[config.mk]
export PLATFORM = sky130hd
export DESIGN_NAME = bst_key_inserter
export DESIGN_NICKNAME = d
export VERILOG_FILES = /design/src/rtl/bst_pkg.sv /design/src/rtl/bst_node_ram.sv /design/src/rtl/bst_key_inserter.sv
export SDC_FILE = /design/constraint.sdc
export NUM_CORES = 1
export LEC_CHECK = 0
export BUFFER_PORTS_ARGS = -buffer_cell sky130_fd_sc_hd__buf_2
export CAP_MARGIN = 30
export CORE_UTILIZATION = 50
export CTS_CLUSTER_DIAMETER = 40
export DETAILED_ROUTE_END_ITERATION = 8
export PLACE_DENSITY_LB_ADDON = 0.25
export SYNTH_ARGS = -nofsm -noshare
export SYNTH_HDL_FRONTEND = slang
export SYNTH_HIERARCHICAL = 1
export SYNTH_SLANG_ARGS = --single-unit
export TNS_END_PERCENT = 20
[constraint.sdc]
create_clock -name clk -period 5.42 [get_ports clk]
set_clock_uncertainty 0.2 [all_clocks]
set_input_delay 0.542 -clock clk [delete_from_list [all_inputs] [get_ports clk]]
set_output_delay 0.542 -clock clk [all_outputs]
set_load 0.02 [all_outputs]
[src/rtl/bst_pkg.sv]
// Shared types and constants for the BST key inserter and its node table.
package bst_pkg;

  localparam int KEY_W_DEFAULT = 8;
  localparam int NULL_IDX      = 0;

  typedef enum logic [1:0] {
    IDLE      = 2'd0,
    WALK      = 2'd1,
    LINK_DONE = 2'd2
  } state_t;

endpackage

[src/rtl/bst_node_ram.sv]
// Node table: one write port, one combinational read port for the walk and
// one for external readers. Every entry is cleared by reset.
module bst_node_ram #(
  parameter int KEY_W  = 8,
  parameter int DEPTH  = 16,
  parameter int ADDR_W = $clog2(DEPTH)
) (
  input  logic              clk,
  input  logic              rst_n,
  input  logic              we,
  input  logic [ADDR_W-1:0] wr_addr,
  input  logic [KEY_W-1:0]  wr_key,
  input  logic [ADDR_W-1:0] wr_left,
  input  logic [ADDR_W-1:0] wr_right,
  input  logic [ADDR_W-1:0] walk_addr,
  output logic [KEY_W-1:0]  walk_key,
  output logic [ADDR_W-1:0] walk_left,
  output logic [ADDR_W-1:0] walk_right,
  input  logic [ADDR_W-1:0] rd_addr,
  output logic [KEY_W-1:0]  rd_key,
  output logic [ADDR_W-1:0] rd_left,
  output logic [ADDR_W-1:0] rd_right
);

  logic [KEY_W-1:0]  key_mem   [DEPTH];
  logic [ADDR_W-1:0] left_mem  [DEPTH];
  logic [ADDR_W-1:0] right_mem [DEPTH];

  always_ff @(posedge clk or negedge rst_n) begin
    if (!rst_n) begin
      for (int i = 0; i < DEPTH; i++) begin
        key_mem[i]   <= '0;
        left_mem[i]  <= '0;
        right_mem[i] <= '0;
      end
    end else if (we) begin
      key_mem[wr_addr]   <= wr_key;
      left_mem[wr_addr]  <= wr_left;
      right_mem[wr_addr] <= wr_right;
    end
  end

  assign walk_key   = key_mem[walk_addr];
  assign walk_left  = left_mem[walk_addr];
  assign walk_right = right_mem[walk_addr];

  assign rd_key   = key_mem[rd_addr];
  assign rd_left  = left_mem[rd_addr];
  assign rd_right = right_mem[rd_addr];

endmodule

[src/rtl/bst_key_inserter.sv]
// Builds a binary search tree from a changing key stream. The new node is
// written during WALK and its parent's child pointer in LINK_DONE, so the
// table needs only a single write port.
module bst_key_inserter
  import bst_pkg::*;
#(
  parameter  int KEY_W  = KEY_W_DEFAULT,
  parameter  int DEPTH  = 16,
  localparam int ADDR_W = $clog2(DEPTH)
) (
  input  logic              clk,
  input  logic              rst_n,
  input  logic [KEY_W-1:0]  random,
  input  logic              enable,
  input  logic              clear,
  output logic              busy,
  output logic              ins_done,
  output logic              full,
  output logic [ADDR_W:0]   node_count,
  output logic [7:0]        dup_cnt,
  input  logic [ADDR_W-1:0] rd_addr,
  output logic [KEY_W-1:0]  rd_key,
  output logic [ADDR_W-1:0] rd_left,
  output logic [ADDR_W-1:0] rd_right
);

  state_t            state;
  logic [KEY_W-1:0]  prev_random;
  logic              pend_valid;
  logic [KEY_W-1:0]  pend_key;
  logic [KEY_W-1:0]  key_reg;
  logic [ADDR_W-1:0] cur;
  logic              is_dup;
  logic              link_en;
  logic              link_left;

  logic              we;
  logic [ADDR_W-1:0] wr_addr;
  logic [KEY_W-1:0]  wr_key;
  logic [ADDR_W-1:0] wr_left;
  logic [ADDR_W-1:0] wr_right;
  logic [KEY_W-1:0]  walk_key;
  logic [ADDR_W-1:0] walk_left;
  logic [ADDR_W-1:0] walk_right;

  logic              detect;
  logic              at_cap;
  logic              go_left;
  logic              key_eq;
  logic [ADDR_W-1:0] child;
  logic [ADDR_W-1:0] new_idx;

  assign detect  = enable && (random != prev_random);
  // full lags node_count by a cycle, so admission uses the live count
  assign at_cap  = (node_count == (ADDR_W+1)'(DEPTH));
  assign key_eq  = (key_reg == walk_key);
  assign go_left = (key_reg < walk_key);
  assign child   = go_left ? walk_left : walk_right;
  assign new_idx = node_count[ADDR_W-1:0];

  bst_node_ram #(
    .KEY_W (KEY_W),
    .DEPTH (DEPTH),
    .ADDR_W(ADDR_W)
  ) u_ram (
    .clk       (clk),
    .rst_n     (rst_n),
    .we        (we),
    .wr_addr   (wr_addr),
    .wr_key    (wr_key),
    .wr_left   (wr_left),
    .wr_right  (wr_right),
    .walk_addr (cur),
    .walk_key  (walk_key),
    .walk_left (walk_left),
    .walk_right(walk_right),
    .rd_addr   (rd_addr),
    .rd_key    (rd_key),
    .rd_left   (rd_left),
    .rd_right  (rd_right)
  );

  always_comb begin
    we       = 1'b0;
    wr_addr  = cur;
    wr_key   = key_reg;
    wr_left  = '0;
    wr_right = '0;
    unique case (state)
      IDLE: begin
        if (pend_valid && !at_cap && node_count == '0) begin
          we      = 1'b1;
          wr_addr = '0;
          wr_key  = pend_key;
        end
      end
      WALK: begin
        if (!key_eq && child == ADDR_W'(NULL_IDX)) begin
          we      = 1'b1;
          wr_addr = new_idx;
        end
      end
      LINK_DONE: begin
        if (link_en) begin
          we       = 1'b1;
          wr_key   = walk_key;
          wr_left  = link_left ? new_idx : walk_left;
          wr_right = link_left ? walk_right : new_idx;
        end
      end
      default: we = 1'b0;
    endcase
    if (clear) we = 1'b0;
  end

  always_ff @(posedge clk or negedge rst_n) begin
    if (!rst_n) begin
      state       <= IDLE;
      prev_random <= '0;
      pend_valid  <= 1'b0;
      pend_key    <= '0;
      key_reg     <= '0;
      cur         <= '0;
      is_dup      <= 1'b0;
      link_en     <= 1'b0;
      link_left   <= 1'b0;
      busy        <= 1'b0;
      ins_done    <= 1'b0;
      full        <= 1'b0;
      node_count  <= '0;
      dup_cnt     <= '0;
    end else begin
      prev_random <= random;
      full        <= at_cap;
      if (clear) begin
        state      <= IDLE;
        pend_valid <= 1'b0;
        busy       <= 1'b0;
        ins_done   <= 1'b0;
        link_en    <= 1'b0;
        node_count <= '0;
      end else begin
        ins_done <= 1'b0;
        // IDLE consumes (or drops) whatever is pending unless a newer key lands
        if (detect) begin
          pend_valid <= 1'b1;
          pend_key   <= random;
        end else if (state == IDLE) begin
          pend_valid <= 1'b0;
        end
        unique case (state)
          IDLE: begin
            if (pend_valid && !at_cap) begin
              key_reg <= pend_key;
              cur     <= '0;
              is_dup  <= 1'b0;
              link_en <= 1'b0;
              busy    <= 1'b1;
              state   <= (node_count == '0) ? LINK_DONE : WALK;
            end
          end
          WALK: begin
            if (key_eq) begin
              is_dup <= 1'b1;
              if (dup_cnt != 8'hFF) dup_cnt <= dup_cnt + 8'd1;
              state  <= LINK_DONE;
            end else if (child != ADDR_W'(NULL_IDX)) begin
              cur <= child;
            end else begin
              link_en   <= 1'b1;
              link_left <= go_left;
              state     <= LINK_DONE;
            end
          end
          LINK_DONE: begin
            if (!is_dup) node_count <= node_count + 1'b1;
            link_en  <= 1'b0;
            ins_done <= 1'b1;
            busy     <= 1'b0;
            state    <= IDLE;
          end
          default: state <= IDLE;
        endcase
      end
    end
  end

endmodule

==> out/qor.csv <==
metric,value,unit
status,"finished, final reports clean",
Final Hold Viols,0,
final wirelength,44.4,mm
DRC Markers,0,
worst r2r src,cur[3],
critical path class,reg -> reg,
Simple-Gate Fraction of Synth Area,4.95,%
vias in the first global route,11144,
"Reg clk slew, reported paths",50,ps
Post-Synth XOR/XNOR Area,1.00,%
share of the synthesized area in the top cell type,46.0,%
Peak Freq,0.196,GHz
mux share of post-synthesis cell area,37.3,%
worst-path fanout max,11,
worst path required time,5650,ps
#FFs+latches synth,306,
biggest regs,"u_ram/key_mem: 128 flops, u_ram/left_mem: 64 flops, u_ram/right_mem: 64 flops",
first-pass GRT wire length,68.6,mm
CTS tree,yes,
# clock sinks,306,
largest family of logic cells by synthesized area,multiplexers,
Biggest register,u_ram/key_mem,
maxcap violations,0,
"EDFF count, synth",0,
CTS Buffer Depth,3,
CP Launch Point,cur[3],
per-cell routed wire length,25.9,um
GRT Total Usage,27.4,%
RSZ-0062 raised after global routing,false,
post-route ant nets,0,
worst-margin pin slew,1070,ps
final critical-path required period,5110,ps
initial antenna violation count,0,
Synth area leaders,"dfrtp_1 46%, mux2_2 17%, mux4_2 17%",
syn_area_per_cell,14.4,um^2
PD cells,363,mW/mm^2
CP endpoint kind,register,
TritonCTS Buffers,44,
"commonest non-fill, non-tap cell in the layout",dfrtp_1,
post-synthesis cell type with the largest combined area,dfrtp_1,
routed via count,10822,
post-synthesis compound-gate area fraction,5.91,%
vias per cell,6.32,
pre-CTS setup slack,171,ps
hold path start,clear,
worst min path class,in -> reg,
Placer Congestion,0.893,
peak supply drop,0.255,mV
Die Span Y,184,um
most frequent cells in the layout,"304 x dfrtp_1, 256 x mux2_2, 128 x mux4_2, 64 x a22oi_1, 61 x buf_4",
Final period util,94.2,%
Iteration-0 DRC Markers,900,
WP data arrival,5330,ps
io pins,48,
TNS Setup,0,ps
ys flop type,dfrtp_1,
"Slew Viols, Final",0,
Cell Rows,66,
Synth Net Count,1189,
Synth warnings,6,
Async SR Flop Fraction,100,%
largest net degree at the start of global routing,112,
layout cells sized above 1,50.5,%
grt ovf,0,
router iterations before antenna repair,7,
register area share after synthesis,46.0,%
"Cell Area, Synth",0.0166,mm^2
Die X,184,um
Final Power,6.98,mW
Starting Density,51.0,%
Clock Latency Late Sink,550,ps
H-tree depth,2,
synth-to-layout area growth,15.7,%
CTS Root Cell,clkbuf_16,
number of flip-flops under the largest register name,128,
NumNets Final,1268,
hpwl dp,28.4,mm
die area,0.0340,mm^2
Slew headroom,28.3,%
n_diodes,0,
final setup vio count,0,
Adder-Cell Fraction of Synth Area,1.13,%
core area,0.0326,mm^2
PortBufs,47,
final worst slack,315,ps
Leakage,8.91,nW
Critical Path Source Type,register,
Syn Inst Count,1158,
Synth cell types,64,
## cell usage after synthesis, types with 3 or more instances
library cell    n
dfrtp_1       306
mux2_2        256
mux4_2        128
a22oi_1        64
nand2_1        60
clkbuf_1       42
nor2_1         33
inv_1          25
buf_2          23
mux2_4         19
ha_1           15
xnor2_1        13
a21oi_1        12
buf_4          12
o21ai_0        12
mux2i_1        11
buf_6          10
nand3_1         8
nor2b_1         8
a222oi_1        7
nor3_2          7
buf_1           6
nand4_1         6
xor2_1          6
nor2_2          5
o211ai_2        5
mux2_1          4
nand2b_1        4
nor3_1          4
a31oi_1         3
o22ai_1         3
## routing by layer
layer	part of all wire (%)	global-route usage [%]	vias to the layer above	wire length [um]
met1	42	37.6	5739	18600
met4	3.0	9.23	0	1320
met5	0	0	-	0
li1	-	-	4582	-
met3	8.0	6.88	96	3560
met2	47	42.5	405	20900
## worst paths after layout
| check | endpoint | slack, ps | cells past startpoint |
|---|---|---|---|
| setup / recovery | u_ram/right_mem[38] | 310 | 15 |
| hold / removal | busy | 180 | 2 |
| setup reg to reg | u_ram/right_mem[38] | 310 | 15 |
| hold reg to reg | dup_cnt[5] | 310 | 1 |
| max in group asynchronous | u_ram/left_mem[29] | 3510 | 3 |
| min in group asynchronous | u_ram/left_mem[15] | 420 | 2 |
## logic make-up (layout without fill, tap and decap cells)
logic type,Yosys count,after routing
AND/OR/NAND/NOR,154,154
adder cells (fa/ha/maj),15,15
AO/OA/AOI/OAI,127,127
flip-flops,306,306
buffers and inverters,119,232
XOR/XNOR,19,19
multiplexers,418,418
## repair_timing
item                                    4_1_cts  5_1_grt
buffers inserted                              0        7
endpoints found under the setup margin        0      193
hold buffers                                  9        0
endpoints found under the hold margin       117        0
resized for setup                             0        1
## worst max-delay path, cell delays in order, from the launching register on
cell	delay, ps
dfrtp_1	470
and2_1	830
a22oi_1	260
nand2_1	240
inv_1	70
ha_1	330
a21oi_1	260
a21oi_2	110
nor3_2	170
buf_4	210
o221ai_2	130
a211oi_2	440
nand2_1	350
nor3_4	270
buf_4	280
mux2_2	360
## layout make-up
type	count	area, um^2
fillers	2506	13400
multi-input cells	733	8420
flip-flops and latches	306	7660
clock buffers	53	1210
repair buffers	127	998
well taps	442	553
clock inverters	27	310
inverters	25	93.8
## where the power goes
group / internal [mW] / switching (mW) / total, mW
clock network: 1.84 / 1.10 / 2.94
logic: 0.577 / 0.928 / 1.51
registers: 2.41 / 0.129 / 2.54
## metrics by stage
step                      utilization [%]  hold WS [ps]  std cells  cell area [um^2]
after global routing                 59.0           193       1713             19200
final                                59.0           178       1713             19200
after floorplan                         -          46.4       1158             16600
after detailed placement             53.8           305       1617             17500
after CTS                            58.7           162       1706             19200
after global placement               53.7           278       1613             17500
(Power assumes the default switching activity.)
